## config.mk

```make
export PLATFORM = sky130hd
export DESIGN_NAME = m_cpu_mem_responder
export DESIGN_NICKNAME = d
export VERILOG_FILES = /design/src/rtl/m_cpu_bus_pkg.sv /design/src/rtl/m_bus_addr_latch.sv /design/src/rtl/m_cpu_mem_responder.sv
export SDC_FILE = /design/constraint.sdc
export NUM_CORES = 1
export LEC_CHECK = 0
export CAP_MARGIN = 20
export CORE_ASPECT_RATIO = 0.75
export CORE_MARGIN = 2
export CORE_UTILIZATION = 47
export DETAILED_ROUTE_END_ITERATION = 16
export GPL_ROUTABILITY_DRIVEN = 0
export HOLD_SLACK_MARGIN = 0.12
export PLACE_DENSITY = 0.93
export SYNTH_ARGS = -nofsm -noshare
export SYNTH_HDL_FRONTEND = slang
export SYNTH_SLANG_ARGS = --single-unit
```

## constraint.sdc

```tcl
create_clock -name FCLK -period 2.6 [get_ports FCLK]
set_input_delay 0.52 -clock FCLK [delete_from_list [all_inputs] [get_ports FCLK]]
set_output_delay 0.52 -clock FCLK [all_outputs]
set_load 0.03 [all_outputs]
```

## src/rtl/m_cpu_bus_pkg.sv

```systemverilog
// Shared types and constants for the 8088 local-bus memory responder.
// Holds the bus FSM state enum, bus widths and the default ROM boundary.
package m_cpu_bus_pkg;

  localparam int ADDR_W = 20;
  localparam int DATA_W = 8;

  localparam logic [ADDR_W-1:0] ROM_BASE_DEF = 20'hC0000;

  typedef enum logic [2:0] {
    IDLE,
    RD_WAIT,
    RD_HOLD,
    WR_WAIT,
    WR_HOLD
  } bus_state_e;

endpackage

```

## src/rtl/m_bus_addr_latch.sv

```systemverilog
// ALE-transparent address register: follows addr_i on every clock while
// ale_i=1, holds otherwise. Ports: clk_i, rst_ni, ale_i, addr_i, addr_o.
module m_bus_addr_latch
  import m_cpu_bus_pkg::*;
(
  input  logic              clk_i,
  input  logic              rst_ni,
  input  logic              ale_i,
  input  logic [ADDR_W-1:0] addr_i,
  output logic [ADDR_W-1:0] addr_o
);

  logic [ADDR_W-1:0] addr_q;

  always_ff @(posedge clk_i or negedge rst_ni) begin
    if (!rst_ni) begin
      addr_q <= '0;
    end else if (ale_i) begin
      addr_q <= addr_i;
    end
  end

  assign addr_o = addr_q;

endmodule

```

## src/rtl/m_cpu_mem_responder.sv

```systemverilog
// 8088 local-bus memory responder: latches XA/XAD on ALE, answers memory
// read/write strobes with RAM Read/Write, fixed READY wait states, ROM write
// drop. Inputs: FCLK RESET XAD XA ALE RDL WRL IOM HLDA inRamData.
// Outputs: ABus Read Write outRamData cpuDIn READY RomWriteDrop.
module m_cpu_mem_responder
  import m_cpu_bus_pkg::*;
#(
  parameter int                WAIT_STATES = 2,
  parameter logic [ADDR_W-1:0] ROM_BASE    = ROM_BASE_DEF
) (
  input  logic              FCLK,
  input  logic              RESET,
  input  logic [DATA_W-1:0] XAD,
  input  logic [11:0]       XA,
  input  logic              ALE,
  input  logic              RDL,
  input  logic              WRL,
  input  logic              IOM,
  input  logic              HLDA,
  input  logic [DATA_W-1:0] inRamData,
  output logic [ADDR_W-1:0] ABus,
  output logic              Read,
  output logic              Write,
  output logic [DATA_W-1:0] outRamData,
  output logic [DATA_W-1:0] cpuDIn,
  output logic              READY,
  output logic              RomWriteDrop
);

  localparam int CW =
    (WAIT_STATES > 0) ? $clog2(WAIT_STATES + 1) : 1;
  localparam logic [CW-1:0] WS_LD = CW'(WAIT_STATES);

  bus_state_e state_q, state_d;
  logic [CW-1:0] cnt_q, cnt_d;
  logic read_q, read_d;
  logic write_q, write_d;
  logic ready_q, ready_d;
  logic drop_q, drop_d;
  logic [DATA_W-1:0] odat_q, odat_d;
  logic [DATA_W-1:0] cdin_q, cdin_d;
  logic prev_rdl_q, prev_wrl_q;

  logic [ADDR_W-1:0] addr;
  logic rd_fall, wr_fall;
  logic rom_hit, cnt_done;

  m_bus_addr_latch u_alat (
    .clk_i  (FCLK),
    .rst_ni (RESET),
    .ale_i  (ALE),
    .addr_i ({XA, XAD}),
    .addr_o (addr)
  );

  assign rd_fall  = prev_rdl_q & ~RDL;
  assign wr_fall  = prev_wrl_q & ~WRL;
  assign rom_hit  = (addr >= ROM_BASE);
  // Counter is loaded with N; the wait ends on the cycle it would hit 0.
  assign cnt_done = (cnt_q <= CW'(1));

  always_ff @(posedge FCLK or negedge RESET) begin
    if (!RESET) begin
      state_q    <= IDLE;
      cnt_q      <= '0;
      read_q     <= 1'b0;
      write_q    <= 1'b0;
      ready_q    <= 1'b1;
      drop_q     <= 1'b0;
      odat_q     <= '0;
      cdin_q     <= '0;
      prev_rdl_q <= 1'b1;
      prev_wrl_q <= 1'b1;
    end else begin
      state_q    <= state_d;
      cnt_q      <= cnt_d;
      read_q     <= read_d;
      write_q    <= write_d;
      ready_q    <= ready_d;
      drop_q     <= drop_d;
      odat_q     <= odat_d;
      cdin_q     <= cdin_d;
      prev_rdl_q <= RDL;
      prev_wrl_q <= WRL;
    end
  end

  always_comb begin
    state_d = state_q;
    cnt_d   = cnt_q;
    read_d  = read_q;
    write_d = write_q;
    ready_d = ready_q;
    drop_d  = 1'b0;
    odat_d  = odat_q;
    cdin_d  = cdin_q;

    if (HLDA) begin
      state_d = IDLE;
      cnt_d   = '0;
      read_d  = 1'b0;
      write_d = 1'b0;
      ready_d = 1'b1;
    end else begin
      unique case (state_q)
        IDLE: begin
          // Read wins when both strobes fall together.
          if (!IOM && rd_fall) begin
            read_d = 1'b1;
            cnt_d  = WS_LD;
            if (WAIT_STATES == 0) begin
              state_d = RD_HOLD;
              cdin_d  = inRamData;
            end else begin
              state_d = RD_WAIT;
              ready_d = 1'b0;
            end
          end else if (!IOM && wr_fall) begin
            odat_d  = XAD;
            write_d = ~rom_hit;
            drop_d  = rom_hit;
            cnt_d   = WS_LD;
            if (WAIT_STATES == 0) begin
              state_d = WR_HOLD;
            end else begin
              state_d = WR_WAIT;
              ready_d = 1'b0;
            end
          end
        end
        RD_WAIT: begin
          if (RDL) begin
            state_d = IDLE;
            cnt_d   = '0;
            read_d  = 1'b0;
            ready_d = 1'b1;
          end else if (cnt_done) begin
            state_d = RD_HOLD;
            cnt_d   = '0;
            cdin_d  = inRamData;
            ready_d = 1'b1;
          end else begin
            cnt_d = cnt_q - 1'b1;
          end
        end
        RD_HOLD: begin
          if (RDL) begin
            state_d = IDLE;
            read_d  = 1'b0;
          end
        end
        WR_WAIT: begin
          if (WRL) begin
            state_d = IDLE;
            cnt_d   = '0;
            write_d = 1'b0;
            ready_d = 1'b1;
          end else if (cnt_done) begin
            state_d = WR_HOLD;
            cnt_d   = '0;
            ready_d = 1'b1;
          end else begin
            cnt_d = cnt_q - 1'b1;
          end
        end
        WR_HOLD: begin
          if (WRL) begin
            state_d = IDLE;
            write_d = 1'b0;
          end
        end
        default: begin
          state_d = IDLE;
          read_d  = 1'b0;
          write_d = 1'b0;
          ready_d = 1'b1;
        end
      endcase
    end
  end

  assign ABus         = addr;
  assign Read         = read_q;
  assign Write        = write_q;
  assign READY        = ready_q;
  assign RomWriteDrop = drop_q;
  assign outRamData   = odat_q;
  assign cpuDIn       = cdin_q;

endmodule

```

# Yosys cells after proc, flatten, opt, wreduce, memory -nomap -nowiden
# Cells that the tools add are included.
# classes
order_cmp	2
bitwise_logic	7
addsub	1
eq_ne	17
reduce_logical	15
n_mux	37
# op_table
cell	count
$mux W3	9
$ge A20 B20 Y1 const B	1
$mux W1	17
$ne A3 B3 Y1 const B	5
$pmux W3 S5	1
$mux W2	6
$ne A4 B4 Y1 const B	3
$reduce_and A4 Y1	3
$eq A3 B2 Y1 const B	2
$ne A2 B1 Y1 const B	3
$ne A3 B1 Y1 const B	2
$pmux W1 S3	2
$pmux W2 S3	1
$reduce_or A2 Y1	3
$not A1 Y1	5
$reduce_and A5 Y1	1
$pmux W1 S4	1
$reduce_and A2 Y1	2
$reduce_bool A4 Y1	1
$eq A3 B1 Y1 const B	1
$eq A3 B3 Y1 const B	1
$logic_not A3 Y1	1
$reduce_and A3 Y1	1
$and A1 B1 Y1	2
other kinds (4)	5
# word_totals
word_cells	90
in_bits	35
ff_bits	47
output_inout_bits	40

# Longest topological paths before layout
# logic_depth
word_depth	7
ltp_mapped	5

# Cells and area by module
# Synthesis repeated with hierarchy kept, for this count alone.
# hier_totals
hier_cells	149
hier_area_um2	2109.5
# modules_own_cells
mod	seq_area_each_um2	n_inst	area_each_um2	cells_per_inst
m_cpu_mem_responder	679.4	1	1286.2	107
m_bus_addr_latch	500.5	1	823.3	42

# Worst setup path before layout
# No wires, ideal clock.
# synth_timing
path_kind	input-to-reg
start	input WRL
end	register odat_q[0], in the netlist outRamData[0]
path_slack_ns	0.919
n_path_buf	0
required_ns	2.475
stages	3
setup_time_ns	0.125
arrival_ns	1.556
cell_sequence	nand2b_1 > nor4_4 > mux2_2
# synth_via
elab_chain_len	4
# synth_rtl
element	line	source
start, declared	m_cpu_mem_responder.sv:17	input logic WRL,
$not A1 Y1	m_cpu_mem_responder.sv:57	assign wr_fall = prev_wrl_q & ~WRL;
$and A1 B1 Y1	m_cpu_mem_responder.sv:57	
$logic_and A1 B1 Y1	m_cpu_mem_responder.sv:118	end else if (!IOM && wr_fall) begin
$reduce_and A4 Y1 (no line)	-	
end signal, assigned	m_cpu_mem_responder.sv:81	odat_q <= odat_d;
end, declared	m_cpu_mem_responder.sv:40	logic [DATA_W-1:0] odat_q, odat_d;
# Every way passes these cells.
# A chain may end at the register's enable or synchronous reset.

# Worst setup path in the final report
# layout_timing
start	register ready_q, in the netlist READY
end	output READY
# layout_lines
element	line	source
start, declared	m_cpu_mem_responder.sv:38	logic ready_q, ready_d;
start signal, assigned	m_cpu_mem_responder.sv:79	ready_q <= ready_d;
end, declared	m_cpu_mem_responder.sv:26	output logic READY,
# No word-level cell between the ends.

==> summary.md <==
| Metric | Value |
|---|---|
| Final Hold Vio Count | 0 |
| Avg Inst Size Synth | 13.09 um2 |
| DIE AREA | 4862 um2 |
| Syn Std Cell Area | a little over 2000 um2 |
| Max-cap viol count | 0 |
| CP Capture Type | primary output |
| Pwr Total | about 2100 uW |
| Seq/Total Area, Yosys | 0.5817 |
| Commonest non-fill, non-tap cell in the layout | clkdlybuf4s50_1 |
| Hold_buf cts | 0 |
| Slew margin rel. | 0.5962 |
| CP Class | reg -> out |
| Area Growth Syn to Fin | 45.22% |
| Cells along the critical path | clkdlybuf4s50_1 |
| Initial antenna violation count | 0 |
| Total grt overflow | 0 |
| R2R setup slack | 730 ps |
| Tightest Pin Transition | just over 600 ps |
| Number of CTS-inserted buffers | 5 |
| Crit path time final | roughly 2000 ps |
| F_max | ~0.50 GHz |
| Post-CTS resize count | 0 |
| Yosys warnings | 0 |
| Fillers | approximately 290 |
| Worst hold path class | in -> async |
| Worst Path Required | about 2100 ps |
| Distinct cells, synth | 34 |
| Via-to-Cell Ratio | 5.341 |
| Largest net degree at the start of global routing | 29 |
| Post-route DRC | 0 |
| Initial core utilization | 0.4942 |
| CTS HTree Levels | 2 |
| Outcome | complete, no violations |
| Hold WS | roughly 220 ps |
| Reg2Reg Depth | 5 |
| Worst path slowest cell | clkdlybuf4s50_1 |
| Vias in the first global route | roughly 1500 |
| CTS tree | built |
| Reg clk slew, reported paths | 90 ps |
| Reg2reg end | outRamData[4]$_DFFE_PN0P_ |
| CTS Sinks | 47 |
| Wire length per cell | about 16 um |
| Layout cells sized above 1 | 0.2468 |
| DR iter-0 viols | 72 |
| Area of the core | about 4100 um2 |
| Hpwl dp | between 3000 and 4000 um |
| Largest stage delay, worst path | about 660 ps |
| Synthesized Nets | 190 |
| Root Buffer | clkbuf_8 |
| Final net count | 269 |
| CP delay by family, top | buffers and inverters |
| Max Root-Sink Buffers | 2 |
| Ant diodes | 0 |
| Setup TNS | 0 ps |
| Leakage | between 0.001 and 0.0015 uW |
| Final setup viols | 0 |
| Routed wire length | roughly 4700 um |
| Worst vdd ir | 0.0004665 V |
| FP Rows | 20 |
| Vias | 1549 |
| Global-route wire length before repair | 7389 um |
| Post-CTS Setup Bufs | 0 |
| IO Pins | 75 |
| Die width | approximately 80 um |
| Clock latency on the worst-skew pair | 290 ps |
| Startpoint types | flip-flop |
| Post-route clock period utilization | 0.7720 |
| RSZ-0062 raised after global routing | false |
| Pwr Density | 712.3 nW/um2 |
| PortBufs | 74 |
| CP max FO | 2 |
| Worst Path Arrival | between 1000 and 1500 ps |
| Clock Skew | approximately 6.5 ps |
| Crit path buffers/inverters | 1 |
| Antenna-violating nets left | 0 |
| Mapped Cells | between 150 and 200 |
| Max-slew violation count | 0 |
| First-pass iteration count of the detailed router | 4 |
| Core Util, Final | 0.7177 |
| Flops & latches, synth | between 40 and 50 |
| Die H | 60.89 um |
| Commonest non-fill, non-tap cells in the layout | clkdlybuf4s50_1, dfrtp_1, mux2_2, clkbuf_8 |
| Reg2reg start | state_q[0]$_DFFE_PN0P_ |
| GRT Total Usage | 0.2079 |
-- flip-flops by register name, indices dropped and copies added, names as in the netlist --
| name | flops |
|---|---|
| u_alat.addr_o | 20 |
| cpuDIn | 8 |
| prev_rdl_q | 1 |
| RomWriteDrop | 1 |
| cnt_q | 2 |
| outRamData | 8 |
| prev_wrl_q | 1 |
| state_q | 3 |
| READY | 1 |
| Write | 1 |
| Read | 1 |
-- layer usage --
layer | global-route usage | wire [um] | up-vias
met3 | 0.05804 | 362 | 4
met5 | 0 | 0 | -
met2 | 0.3325 | 2200 | 69
li1 | - | - | 722
met1 | 0.2756 | 2033 | 754
met4 | 0.08232 | 68 | 0
-- Yosys cell counts, drive strengths merged --
| cell | number | area (um2) |
|---|---|---|
| nor3b | 1 | 7.510 |
| o32ai | 2 | 17.52 |
| nand2b | 4 | 25.02 |
| a21o | 3 | 22.52 |
| nor2b | 4 | 25.02 |
| or2b | 1 | 7.510 |
| a21oi | 5 | 25.02 |
| inv | 2 | 7.510 |
| a22oi | 1 | 7.510 |
| a32oi | 2 | 17.52 |
| nor2 | 7 | 28.78 |
| o22ai | 1 | 6.260 |
| nand3 | 4 | 20.02 |
| nand2 | 6 | 22.52 |
| o31a | 1 | 8.760 |
| nand3b | 1 | 7.510 |
| dfrtp | 44 | 1101 |
| o41ai | 1 | 8.760 |
| a41oi | 1 | 8.760 |
| mux2i | 1 | 10.01 |
| buf | 2 | 10.01 |
| clkbuf | 5 | 18.77 |
| nor4 | 4 | 40.04 |
| o2111ai | 2 | 17.52 |
| o21ai | 4 | 20.02 |
| a31oi | 1 | 6.260 |
| and2b | 1 | 8.760 |
| dfstp | 3 | 78.83 |
| nor3 | 2 | 10.01 |
| or3b | 1 | 8.760 |
| mux2 | 37 | 416.7 |
| or4 | 1 | 7.510 |
-- kinds of logic (layout without fill, tap and decap cells) --
group | after synthesis | in the layout | share of synthesized area
AO/OA/AOI/OAI | 24 | 24 | 0.08206
multiplexers | 38 | 38 | 0.2104
buffers and inverters | 9 | 89 | 0.01789
flip-flops | 47 | 47 | 0.5817
AND/OR/NAND/NOR | 37 | 37 | 0.1080
-- power by group --
group          switching [uW]  internal, uW  total (uW)
Sequential               71.1           847         918
Clock                     241           242         483
Combinational             366           331         697
-- final cells by class --
class	instances	area, um2	share of cell area
inverter	2	7.507	0.002549
clock inverter	1	7.507	0.002549
tap	55	68.82	0.02336
timing repair buffer	79	773.2	0.2625
multi-input combinational	99	812.0	0.2757
sequential	47	1180	0.4006
clock buffer	7	96.34	0.03271
-- metrics by stage --
step	cell area [um2]	worst slack, ps	instances
after floorplan	2028	918.8	155
after global placement	2841	328.3	282
after detailed placement	2841	295.3	282
after CTS	2945	582.9	290
after global routing	2945	527.1	290
final	2945	592.7	290
-- worst max-delay path by stage --
stage                      startpoint                        end  slack, ps  cells after the start
floorplan                         WRL  outRamData[0]$_DFFE_PN0P_        920                      3
global placement                  RDL           Read$_DFFE_PN0P_        330                      5
detailed placement                RDL           Read$_DFFE_PN0P_        300                      5
CTS                 READY$_DFFE_PN1P_                      READY        580                      1
global route                      RDL           Read$_DFFE_PN0P_        530                      5
finish              READY$_DFFE_PN1P_                      READY        590                      1
Note: power is estimated with default switching activity, not from simulation.
